**src/rtl/regfile_scb.sv**
```systemverilog
// Multi-port register file with a per-register busy scoreboard.
// Register 0 is hard-wired to zero; out-of-range addresses read as zero and are never written.
module regfile_scb #(
   parameter int unsigned      WIDTH     = 32,
   parameter int unsigned      DEPTH     = 32,
   parameter int unsigned      ADDR_W    = 5,
   parameter logic [WIDTH-1:0] RESET_VAL = '0,
   parameter bit               BYPASS    = 1'b1
) (
   input  logic              clk,
   input  logic              clr,
   input  logic              we,
   input  logic [ADDR_W-1:0] waddr,
   input  logic [WIDTH-1:0]  wdata,
   input  logic [ADDR_W-1:0] ra_a,
   input  logic [ADDR_W-1:0] ra_b,
   output logic [WIDTH-1:0]  rd_a,
   output logic [WIDTH-1:0]  rd_b,
   input  logic              rsv_en,
   input  logic [ADDR_W-1:0] rsv_addr,
   output logic              busy_a,
   output logic              busy_b,
   output logic [DEPTH-1:0]  busy_vec
);

   localparam logic [ADDR_W:0] DEPTH_L = (ADDR_W + 1)'(DEPTH);

   function automatic logic addr_ok(input logic [ADDR_W-1:0] a);
      return (a != '0) && ({1'b0, a} < DEPTH_L);
   endfunction

   logic [WIDTH-1:0] regs [1:DEPTH-1];
   logic [DEPTH-1:1] busy_q;
   logic             wr_ok;
   logic             rsv_ok;
   logic             fwd_a;
   logic             fwd_b;

   // Gating with clr keeps forwarding dead while reset is held.
   assign wr_ok  = we & ~clr & addr_ok(waddr);
   assign rsv_ok = rsv_en & ~clr & addr_ok(rsv_addr);
   assign fwd_a  = BYPASS & wr_ok & (ra_a == waddr);
   assign fwd_b  = BYPASS & wr_ok & (ra_b == waddr);

   always_ff @(posedge clk or posedge clr) begin
      if (clr) begin
         for (int unsigned i = 1; i < DEPTH; i++) begin
            regs[i] <= RESET_VAL;
         end
      end else begin
         for (int unsigned i = 1; i < DEPTH; i++) begin
            if (wr_ok && (waddr == i[ADDR_W-1:0])) begin
               regs[i] <= wdata;
            end
         end
      end
   end

   // A reservation on the same edge as the write names a new producer, so set beats clear.
   always_ff @(posedge clk or posedge clr) begin
      if (clr) begin
         busy_q <= '0;
      end else begin
         for (int unsigned i = 1; i < DEPTH; i++) begin
            if (rsv_ok && (rsv_addr == i[ADDR_W-1:0])) begin
               busy_q[i] <= 1'b1;
            end else if (wr_ok && (waddr == i[ADDR_W-1:0])) begin
               busy_q[i] <= 1'b0;
            end
         end
      end
   end

   always_comb begin
      rd_a   = '0;
      rd_b   = '0;
      busy_a = 1'b0;
      busy_b = 1'b0;
      for (int unsigned i = 1; i < DEPTH; i++) begin
         if (ra_a == i[ADDR_W-1:0]) begin
            rd_a   = regs[i];
            busy_a = busy_q[i];
         end
         if (ra_b == i[ADDR_W-1:0]) begin
            rd_b   = regs[i];
            busy_b = busy_q[i];
         end
      end
      if (fwd_a) begin
         rd_a   = wdata;
         busy_a = 1'b0;
      end
      if (fwd_b) begin
         rd_b   = wdata;
         busy_b = 1'b0;
      end
   end

   assign busy_vec = {busy_q, 1'b0};

endmodule

```
**config.mk**
```make
export PLATFORM = sky130hd
export DESIGN_NAME = regfile_scb
export DESIGN_NICKNAME = d
export VERILOG_FILES = /design/src/rtl/regfile_scb.sv
export SDC_FILE = /design/constraint.sdc
export NUM_CORES = 2
export LEC_CHECK = 0
export BUFFER_PORTS_ARGS = -buffer_cell sky130_fd_sc_hd__buf_2
export CAP_MARGIN = 20
export CELL_PAD_IN_SITES_DETAIL_PLACEMENT = 0
export CELL_PAD_IN_SITES_GLOBAL_PLACEMENT = 2
export CORE_MARGIN = 8
export CORE_UTILIZATION = 42
export CTS_CLUSTER_SIZE = 20
export DETAILED_ROUTE_END_ITERATION = 10
export PLACE_DENSITY_LB_ADDON = 0.1
export SLEW_MARGIN = 20
export SYNTH_ARGS = -nofsm -noshare
export SYNTH_HDL_FRONTEND = slang
export SYNTH_SLANG_ARGS = --single-unit
```
**constraint.sdc**
```tcl
create_clock -name clk -period 35.9 [get_ports clk]
set_input_delay 3.59 -clock clk [delete_from_list [all_inputs] [get_ports clk]]
set_output_delay 3.59 -clock clk [all_outputs]
set_load 0.01 [all_outputs]
```
==> results_dict.tcl <==
set metrics [dict create \
    status "finished, final reports clean" \
    cts_tree "yes" \
    synth_cell_types 91 \
    grt_pass1_wl_um 390900 \
    pre_cts_ws_ns 24.19 \
    port_buffers 152 \
    start_kind "input pin" \
    track_usage 0.3636 \
    fin_skew_ns 0 \
    io_pins 154 \
    intPower_mw 2.295 \
    crit_chain "buf_6, or2_4, buf_4, buf_4, nor2_2, buf_4, a22o_1, a2111oi_1, o211ai_1, a21oi_1, o21ai_1, buf_2" \
    cts_sinks 1023 \
    cts_hold_buffers 0 \
    antenna_left 0 \
    cts_inserted_buffers 120 \
    mostFrequentLayoutCells "1046 x mux2_2, 1023 x dfrtp_1, 463 x o21ai_0, 315 x nand2_1, 269 x a21oi_1" \
    synth_area_leaders "dfrtp_1 45%, mux2_2 21%, o21ai_0 4.1%, a21oi_1 2.3%, o22ai_1 2.3%" \
    synthCells 5470 \
    seq_area_frac_synth 0.4458 \
    cts_setup_buffers 0 \
    worst_r2r_startpoint "busy_q[23]" \
    via_per_inst 6.949 \
    final_common_cell "mux2_2" \
    synth_flop_cell "dfrtp_1" \
    drv_slew 0 \
    clk_latency_ns 0.75 \
    htreeDepth 3 \
    synth_compound_area_frac 0.1948 \
    final_core_util 0.4716 \
    placementRows 135 \
    synthAdderAreaFrac 0 \
    power_frac_clock 0.395 \
    hold_path_class "flop to flop" \
    die_area_sq_mm 0.1488 \
    nFillCells 12866 \
    cts_resized 0 \
    dp_hpwl_um 183300 \
    swShare 0.3026 \
    crit_type "input pin to output port" \
    stdcell_area_sq_mm 0.06396 \
    whs_ns 0.5060 \
    synth-simple-area-share 0.08086 \
    setup_viol 0 \
    fin_crit_sh 0.3302 \
    final.setup.tns_ns 0 \
    synthToLayoutAreaGrowth_pct 11.38 \
    yosys_warnings 0 \
    worst_pin_slew_ns 1.271 \
    p_sw_mw 0.9956 \
    avgSynthCellArea_sq_um 10.50 \
    slew_headroom 0.1507 \
    die_x_um 385.8 \
    max_freq_mhz 84.36 \
    postRouteWirelength_um 277400 \
    layout-drive-gt1-share 0.3181 \
    yosysTopAreaCellShare 0.4458 \
    finalCriticalPeriod_ns 11.85 \
    worst_slack_ns 24.05 \
    cts_buffer_depth 3 \
    grt_pass1_vias 49995 \
    rsz0062_at_grt "false" \
    drcViolationCount 0 \
    synthMuxAreaShare 0.2318 \
    p_leak_nw 28.07 \
    drt_iter0_markers 5774 \
    power_frac_seq 0.443 \
    peakVddDrop_v 0.00004099 \
    clk_pin_slew_worst_paths_ns 0.06 \
    synth_top_area_cell "dfrtp_1" \
    grt_overflow 0 \
    worst_setup_path_end_kind "output port" \
    antenna_found_initial 4 \
    syn_nets 5526 \
    post_synth_xor_area_fraction 0.001525 \
    placed_area_sq_mm 0.05972 \
    cap_violations 0 \
    synth_seq_cells 1023 \
    worstPathArrival_ns 8.26 \
    fp.coreArea_sq_mm 0.1356 \
    timing_hold_violations_final 0 \
    crit_slowest_cell "a2111oi_1" \
    cp_common_cell "buf_4" \
    cp_max_fo 48 \
    holdCritStartpoint "regs[471]" \
    p_comb_frac 0.162 \
    start_util 0.4234 \
    vias 50454 \
    p_per_area_mw_per_mm2 51.45 \
    clock-root-buffer "clkbuf_16" \
    grt_max_degree 177 \
    async_reset_ff_frac 1.000 \
    dieHeight_um 385.8 \
    synth_edf_count 0 \
    crit_required_ns 32.31 \
    startpoint "ra_a[0]" \
    synth_top_family_by_area "multiplexers" \
    wire_per_inst_um 38.21 \
    drt_pass1_iterations 6 \
    gp_congestion 0.9519 \
    final_nets 5431 \
    critPathMaxStageDelay_ns 0.85 \
    synth_area_sq_mm 0.05743 \
]
[Yosys cell counts, types with 11 or more instances]
library cell  count
nor4_1           18
nand2_1         324
nor2_1          261
a21oi_1         269
nor3_1           98
nand3_1         102
o22ai_1         209
a221o_1          44
o21ai_1          34
nand3b_1         13
a2111oi_0        28
o21ai_0         465
mux4_2           29
a32oi_1          14
buf_4            28
inv_1            34
clkbuf_1        305
a21bo_2          14
buf_2           180
nand2b_1         20
a221oi_1         68
a22o_1           97
a22oi_1          85
nand4_1          26
a211oi_1         63
a222oi_1         19
a31oi_1          43
nor2b_1          42
mux2i_1          88
o31ai_1          11
buf_1            41
o221ai_1         82
mux2_2         1046
o211ai_1         46
dfrtp_1        1023
[layer usage]
metal	GRT usage	wire length [um]	up-vias
met4	0.2412	22380	2
li1	-	-	20586
met1	0.4643	109900	26373
met2	0.5739	125600	2729
met5	0	9	-
met3	0.05309	19510	764
[worst max-delay path, delay by kind of cell]
family                 cells  cell delay, ns
AO/OA/AOI/OAI              5            2.04
buffers and inverters      5            1.92
AND/OR/NAND/NOR            2            0.56
[cells by family after synthesis]
logic type	count (synthesis)
AOI/OAI and AO/OA	1696
muxes	1163
DFF	1023
other	1
buffers and inverters	595
xor gates and xnor gates	10
and+or+nand+nor	982
[final cells by class]
| class | instances | area (sq um) | share of cell area |
|---|---|---|---|
| Clock buffer | 177 | 3578 | 0.05595 |
| Sequential cell | 1023 | 25600 | 0.4002 |
| Clock inverter | 47 | 565.5 | 0.008842 |
| Timing Repair Buffer | 341 | 2281 | 0.03566 |
| Multi-Input combinational cell | 3852 | 29550 | 0.4621 |
| Inverter | 37 | 146.4 | 0.002289 |
| Antenna cell | 3 | 7.507 | 0.0001174 |
| Tap cell | 1781 | 2228 | 0.03484 |
[registers in the layout (all words and copies together), names as in the netlist]
register and cells:
regs 992, busy_q 31
[final timing paths]
kind                         endpoint  slack (ns)  cells past startpoint
hold / removal              regs[471]        0.51                      1
min in group asynchronous   regs[353]        3.02                      2
hold reg to reg             regs[471]        0.51                      1
setup reg to reg           busy_q[23]       34.90                      2
max in group asynchronous   regs[592]       29.87                      5
setup / recovery             rd_a[12]       24.05                     12
[through the flow]
step                      instances  power, mW
after global routing           7258      3.394
after floorplan                5470      1.761
after global placement         7029      1.984
after CTS                      7255      3.292
final                          7261      3.291
after detailed placement       7031      1.993
[power by group through the flow]
stage | Sequential [mW] | Combinational, mW | Clock (mW)
after global placement | 1.47 | 0.518 | 0
after global routing | 1.47 | 0.562 | 1.36
after CTS | 1.45 | 0.526 | 1.32
after detailed placement | 1.47 | 0.524 | 0
after floorplan | 1.42 | 0.341 | 0
final | 1.46 | 0.533 | 1.30
(Power assumes the default switching activity.)
